$ cat src/rtl/updown_counter_pkg.sv
// Shared constants and load clamping for the up/down modulo counter.
package updown_counter_pkg;

  localparam logic DIR_UP    = 1'b1;
  localparam logic DIR_DOWN  = 1'b0;
  localparam logic MODE_WRAP = 1'b0;
  localparam logic MODE_SAT  = 1'b1;

  localparam int unsigned MAX_WIDTH = 32;

  // Limit a load value to the legal count range 0..max.
  function automatic logic [MAX_WIDTH-1:0] clamp_load(input logic [MAX_WIDTH-1:0] value,
                                                     input logic [MAX_WIDTH-1:0] max);
    return (value > max) ? max : value;
  endfunction

endpackage

$ cat src/rtl/updown_counter_prescaler.sv
// Enable divider: asserts tick on every PRESCALE-th en-high cycle; clr restarts the phase.
module updown_counter_prescaler #(
  parameter int unsigned PRESCALE = 4
) (
  input  logic clk,
  input  logic reset,
  input  logic en,
  input  logic clr,
  output logic tick
);

  localparam int unsigned PW = (PRESCALE > 1) ? $clog2(PRESCALE) : 1;
  localparam logic [PW-1:0] LAST = PW'(PRESCALE - 1);

  logic [PW-1:0] phase_q;
  logic [PW-1:0] phase_d;

  assign tick = en && (phase_q == LAST);

  // en=0 freezes the phase; clr wins over counting.
  always_comb begin
    phase_d = phase_q;
    if (clr) begin
      phase_d = '0;
    end else if (en) begin
      phase_d = (phase_q == LAST) ? '0 : PW'(phase_q + PW'(1));
    end
  end

  always_ff @(negedge clk or negedge reset) begin
    if (!reset) begin
      phase_q <= '0;
    end else begin
      phase_q <= phase_d;
    end
  end

endmodule

$ cat src/rtl/updown_mod_counter.sv
// Up/down modulo counter with load, enable and per-cycle wrap/saturate selection; updates on falling clk.
// Optional enable prescaler is built when UPDOWN_COUNTER_PRESCALE_EN is defined.
module updown_mod_counter
  import updown_counter_pkg::*;
#(
  parameter int unsigned     WIDTH    = 8,
  parameter logic [WIDTH-1:0] MAX_VAL = {WIDTH{1'b1}},
  parameter int unsigned     PRESCALE = 4
) (
  input  logic             clk,
  input  logic             reset,
  input  logic             en,
  input  logic             up_dn,
  input  logic             sat,
  input  logic             load,
  input  logic [WIDTH-1:0] load_val,
  output logic [WIDTH-1:0] count,
  output logic             at_limit,
  output logic             wrap
);

  logic             step_en;
  logic [WIDTH-1:0] count_d;
  logic             wrap_d;
  logic [WIDTH:0]   cnt_ext;
  logic [WIDTH:0]   max_ext;

`ifdef UPDOWN_COUNTER_PRESCALE_EN
  logic tick;

  updown_counter_prescaler #(
    .PRESCALE(PRESCALE)
  ) u_prescaler (
    .clk  (clk),
    .reset(reset),
    .en   (en),
    .clr  (load),
    .tick (tick)
  );

  assign step_en = en && tick;
`else
  // PRESCALE only matters when the prescaler is built.
  logic unused_prescale;
  assign unused_prescale = ^PRESCALE;
  assign step_en         = en;
`endif

  assign cnt_ext  = {1'b0, count};
  assign max_ext  = {1'b0, MAX_VAL};
  assign at_limit = ((up_dn == DIR_UP) && (count == MAX_VAL)) ||
                    ((up_dn == DIR_DOWN) && (count == '0));

  // Next value computed one bit wider so a reduced MAX_VAL never wraps modulo 2**WIDTH.
  always_comb begin
    count_d = count;
    wrap_d  = 1'b0;
    if (load) begin
      count_d = WIDTH'(clamp_load(MAX_WIDTH'(load_val), MAX_WIDTH'(MAX_VAL)));
    end else if (step_en) begin
      if (up_dn == DIR_UP) begin
        if (cnt_ext < max_ext) begin
          count_d = WIDTH'(cnt_ext + (WIDTH+1)'(1));
        end else if (sat == MODE_WRAP) begin
          count_d = '0;
          wrap_d  = 1'b1;
        end
      end else begin
        if (cnt_ext != '0) begin
          count_d = WIDTH'(cnt_ext - (WIDTH+1)'(1));
        end else if (sat == MODE_WRAP) begin
          count_d = MAX_VAL;
          wrap_d  = 1'b1;
        end
      end
    end
  end

  always_ff @(negedge clk or negedge reset) begin
    if (!reset) begin
      count <= '0;
      wrap  <= 1'b0;
    end else begin
      count <= count_d;
      wrap  <= wrap_d;
    end
  end

endmodule

$ cat config.mk
export PLATFORM = sky130hd
export DESIGN_NAME = updown_mod_counter
export DESIGN_NICKNAME = d
export VERILOG_FILES = /design/src/rtl/updown_counter_pkg.sv /design/src/rtl/updown_counter_prescaler.sv /design/src/rtl/updown_mod_counter.sv
export SDC_FILE = /design/constraint.sdc
export NUM_CORES = 1
export LEC_CHECK = 0
export CAP_MARGIN = 10
export CELL_PAD_IN_SITES_DETAIL_PLACEMENT = 1
export CELL_PAD_IN_SITES_GLOBAL_PLACEMENT = 1
export CORE_MARGIN = 5
export CORE_UTILIZATION = 36
export CTS_BUF_LIST = sky130_fd_sc_hd__clkbuf_4 sky130_fd_sc_hd__clkbuf_8 sky130_fd_sc_hd__clkbuf_16
export DETAILED_ROUTE_END_ITERATION = 12
export HOLD_SLACK_MARGIN = 0.02
export PLACE_DENSITY = 0.77
export SLEW_MARGIN = 20
export SYNTH_ARGS = -nofsm -noshare
export SYNTH_HDL_FRONTEND = slang
export SYNTH_SLANG_ARGS = --single-unit
$ cat constraint.sdc
create_clock -name clk -period 2.9 [get_ports clk]
set_clock_uncertainty 0.15 [all_clocks]
set_input_delay 0.29 -clock clk [delete_from_list [all_inputs] [get_ports clk]]
set_output_delay 0.29 -clock clk [all_outputs]
set_load 0.01 [all_outputs]
; ---- Word level (Yosys, flattened, before mapping)
; Cells that the tools add are included.
[word_totals]
out_inout_bits = 10
ff_bits = 9
[op_classes]
eq_ne = 3
n_addsub = 2
n_mux = 13
reduce_logical = 7
n_bitwise = 1
order_cmp = 1
[op_table]
columns = operator, count
row1 = 2-to-1 mux 8 bit, 7
row2 = nonzero test 9 bit, 1
row3 = "adder 8 x 1 -> 8 bit, second input constant", 1
row4 = "== test 8 bit, second input constant", 1
row5 = logical NOT 8 bit, 1
row6 = "less-than comparator 8 bit, second input constant", 1
row7 = "!= test 4 x 2 -> 1 bit, second input constant", 2
row8 = "subtractor 8 x 1 -> 8 bit, second input constant", 1
row9 = 2-to-1 mux 1 bit, 6
row10 = AND reduction 3 bit, 1
row11 = logical AND 1 bit, 2
row12 = nonzero test 2 bit, 1
row13 = logical OR 1 bit, 1
row14 = NOT 1 bit, 1

; ---- Longest topological paths before layout
[logic_depth]
word_depth = 5
ltp_mapped = 8

==> results.md <==
- Failing checks: negative setup slack
- Required @ worst endpoint: 2.46 ns
- Area growth from synthesis to layout: 93.01%
- Leakage: 0.0007799 uW
- Post-Syn Instances: 103
- Number of enable flip-flop cells after synthesis: 0
- Global-route wire length before repair: 7776 microns
- Sum of net half-perimeters after detailed placement: 2824 microns
- Initial core utilization: 0.3758
- Floorplan die area: 0.003703 sq mm
- Number of clock sinks: 9
- Width of the chip: 60.85 microns
- Most frequent cells in the layout: 42 x sky130_fd_sc_hd__buf_4, 24 x sky130_fd_sc_hd__buf_6, 10 x sky130_fd_sc_hd__clkdlybuf4s50_1
- Number of design rule violations left after detail routing: 0
- Switching power total: 282.9 uW
- TritonCTS clock tree: built
- Worst reg2reg endpoint: count[5]
- Average instance area after synthesis: 9.038 sq um
- Remaining number of nets flagged by the antenna check after routing: 0
- Core Area: 0.002477 sq mm
- Netlist Area Pre-Place: 930.9 sq um
- Count of hold-fix buffers inserted at cts: 0
- Commonest register cell after synthesis: sky130_fd_sc_hd__dfrtn_1
- Cell at the root of the clock tree: sky130_fd_sc_hd__clkbuf_4
- Start point of the worst min-delay path: count[7]
- Number of primary I/O pins: 24
- Status: finished, violations left
- Kind of path behind the tightest hold check: reg2reg
- Synthesized net count: 120
- Kind of capture point of the worst setup path: primary output
- Number of placed instances, taps included: 188
- Worst max-slew margin expressed relative to the limit: 0.6645
- H-tree levels: 1
- Via count of the first global-routing pass: 1380
- Final-report hold violation count: 0
- Area leader, netlist: sky130_fd_sc_hd__dfrtn_1
- Flop and latch count out of synthesis: 9
- Proportion of layout cells with a drive suffix above 1: 0.5580
- GRT Overall Usage: 0.3040
- Clock share of power: 0.168
- Number of standard cells in the final layout excluding fillers: 211
- Routability congestion estimate: 0.8212
- Number of antenna violations at the first check in global routing: 0
- Synth cell types: 47
- Slew @ Worst Pin: 0.4892 ns
- Fin nets: 199
- Share of async-settable or async-resettable flops after synthesis: 1.000
- CP max-delay cell: sky130_fd_sc_hd__dfrtn_1
- Share of total power in sequential cells: 0.242
- Vias after detailed routing: 1357
- Fraction of the yosys area taken by sequential cells: 0.2419
- 1st-pass router iterations: 4
- Average via count per standard cell: 6.431
- Clock Pin Slew Worst Setup and Hold Paths: 0.06 ns
- Worst reg-to-reg setup slack: 0.32 ns
- Count of buffers from port buffering: 23
- ANT cells: 0
- CP max FO: 3
- Overall overflow remaining after global route: 0
- RSZ-0062 raised after global routing: yes
- CP cell instances: nor4_4, buf_4, nand4b_1, o21ai_4, buf_6
- Largest cells by area after synthesis: sky130_fd_sc_hd__dfrtn_1 24%, sky130_fd_sc_hd__clkbuf_8 5.9%, sky130_fd_sc_hd__nand4_1 5.4%
- Count of endpoints failing setup in the final report: 15
- Wire length per cell: 30.04 microns
- Worst Setup Slack post-DPL: -0.8958 ns
- Most frequent standard cell in the layout excluding fill and tap cells: sky130_fd_sc_hd__buf_4
- Pwr/cell area: 379.8 mW/mm^2
- Routed WL: 6339 microns
- Endpoint of the worst hold-timing path: count[7]
- Internal cell power: 399.6 uW
- Number of filler instances in the final layout: 253
- Clock tree buffer depth: 2
- Skew-Pair Late Insertion Delay: 0.28 ns
- Critical Path AT: 3.22 ns
- Total count of max-transition violations in the final report: 0
- Standard-cell rows: 18
- Number of violations reported at the end of detailed-routing iteration 0: 157
- Number of max-capacitance violations reported: 0
- Category of the worst setup path launch point: flip-flop
- Stage delay of the slowest cell on the critical path: 0.44 ns
- Final worst setup slack: -0.7619 ns
- Fraction of power consumed by combinational cells: 0.590
- Path depth of the worst reg2reg path: 7
- Critical R2R Launch: count[6]
- Die outline height: 60.85 microns
- Worst VDD drop: 330.2 uV
- Largest net degree at the start of global routing: 11
- Proportion of total power due to net switching: 0.4145
- Critical path class: reg2out
- Ys Warns: 0
- Number of clock buffers inserted by TritonCTS: 3
- Hold Path Depth: 4
- Fraction of synthesized cell area taken by the top area cell type: 0.2419
-- Yosys cell counts (2+ instances only) --
master,number
sky130_fd_sc_hd__a211oi_1,2
sky130_fd_sc_hd__a21oi_1,5
sky130_fd_sc_hd__and2_2,2
sky130_fd_sc_hd__and4b_4,2
sky130_fd_sc_hd__buf_6,3
sky130_fd_sc_hd__clkbuf_8,4
sky130_fd_sc_hd__dfrtn_1,9
sky130_fd_sc_hd__ha_1,3
sky130_fd_sc_hd__inv_1,4
sky130_fd_sc_hd__mux2i_1,2
sky130_fd_sc_hd__nand2_1,6
sky130_fd_sc_hd__nand3_1,3
sky130_fd_sc_hd__nand4_1,8
sky130_fd_sc_hd__nor2_1,8
sky130_fd_sc_hd__nor2b_1,2
sky130_fd_sc_hd__nor3_1,2
sky130_fd_sc_hd__nor3b_1,2
sky130_fd_sc_hd__nor4_1,2
sky130_fd_sc_hd__o211ai_1,2
sky130_fd_sc_hd__o21ai_0,4
sky130_fd_sc_hd__o31ai_1,2
-- power groups by stage --
| stage | clock (uW) | combinational (uW) | sequential, uW |
|---|---|---|---|
| after floorplan | 0 | 128 | 170 |
| after global placement | 0 | 262 | 162 |
| after detailed placement | 0 | 273 | 163 |
| after CTS | 103 | 343 | 158 |
| after global routing | 122 | 418 | 166 |
| final | 114 | 403 | 165 |
-- area by class of cell --
class | instances | area [sq um] | share of cell area
timing repair buffer | 83 | 759.5 | 0.4227
multi-input combinational | 81 | 732.0 | 0.4074
sequential | 9 | 225.2 | 0.1253
tap | 30 | 37.54 | 0.02089
clock buffer | 3 | 22.52 | 0.01253
inverter | 4 | 15.01 | 0.008357
clock inverter | 1 | 5.005 | 0.002786
-- critical path: cells and delay by family, from the launching register on --
kind | cells | cell delay (ns)
buffers and inverters | 2 | 0.32
AOI/OAI and AO/OA | 1 | 0.16
and+or+nand+nor | 2 | 0.56
DFF | 1 | 0.44
-- flip-flops by register name, summed over array words and instances (netlist names) --
signal / count
count: 8
wrap: 1
-- how the worst max path moves through the flow --
| stage | from | end | slack [ns] | cells past startpoint |
|---|---|---|---|---|
| after global routing | count[2] | at_limit | -0.82 | 5 |
| after detailed placement | up_dn | count[5] | -0.90 | 6 |
| after global placement | up_dn | count[5] | -0.80 | 6 |
| after floorplan | up_dn | count[5] | -0.14 | 5 |
| after CTS | count[5] | at_limit | -0.55 | 5 |
| final | count[2] | at_limit | -0.76 | 5 |
-- cells by family (layout without fill, tap and decap cells) --
group                      Yosys count  after routing  synth area share
and+or+nand+nor                     44             44            0.3078
buffers and inverters               14             91            0.1304
muxes                                2              2           0.02151
DFF                                  9              9            0.2419
adders and majority gates            3              3           0.04033
AOI/OAI and AO/OA                   30             31            0.2487
xor gates and xnor gates             1              1          0.009410
-- metrics by stage --
step	cell area, sq um	TNS [ns]	hold slack (ns)	total power [uW]	util
finish	1797	-3.986	0.6464	682.5	0.7253
global route	1797	-4.479	0.6845	705.0	0.7253
CTS	1658	-1.070	0.6256	604.7	0.6692
detailed placement	1420	-9.280	0.5293	436.4	0.5732
global placement	1420	-8.430	0.5156	424.6	0.5732
floorplan	947.2	-0.5018	0.5077	298.2	-
-- timing repair --
action,in CTS,in global routing
setup endpoints to repair,19,18
buffers inserted,15,12
gates cloned,0,1
gates resized for setup,77,26
pin swaps,8,16
-- layer usage --
layer | part of all wire | vias to the layer above | wire length, microns | GRT usage
met1 | 0.36 | 662 | 2284 | 0.3585
li1 | - | 556 | - | -
met5 | 0 | - | 0 | 0
met2 | 0.49 | 100 | 3078 | 0.5084
met4 | 0.070 | 0 | 444 | 0.1981
met3 | 0.084 | 39 | 531 | 0.04681
Note: power is estimated with default switching activity, not from simulation.
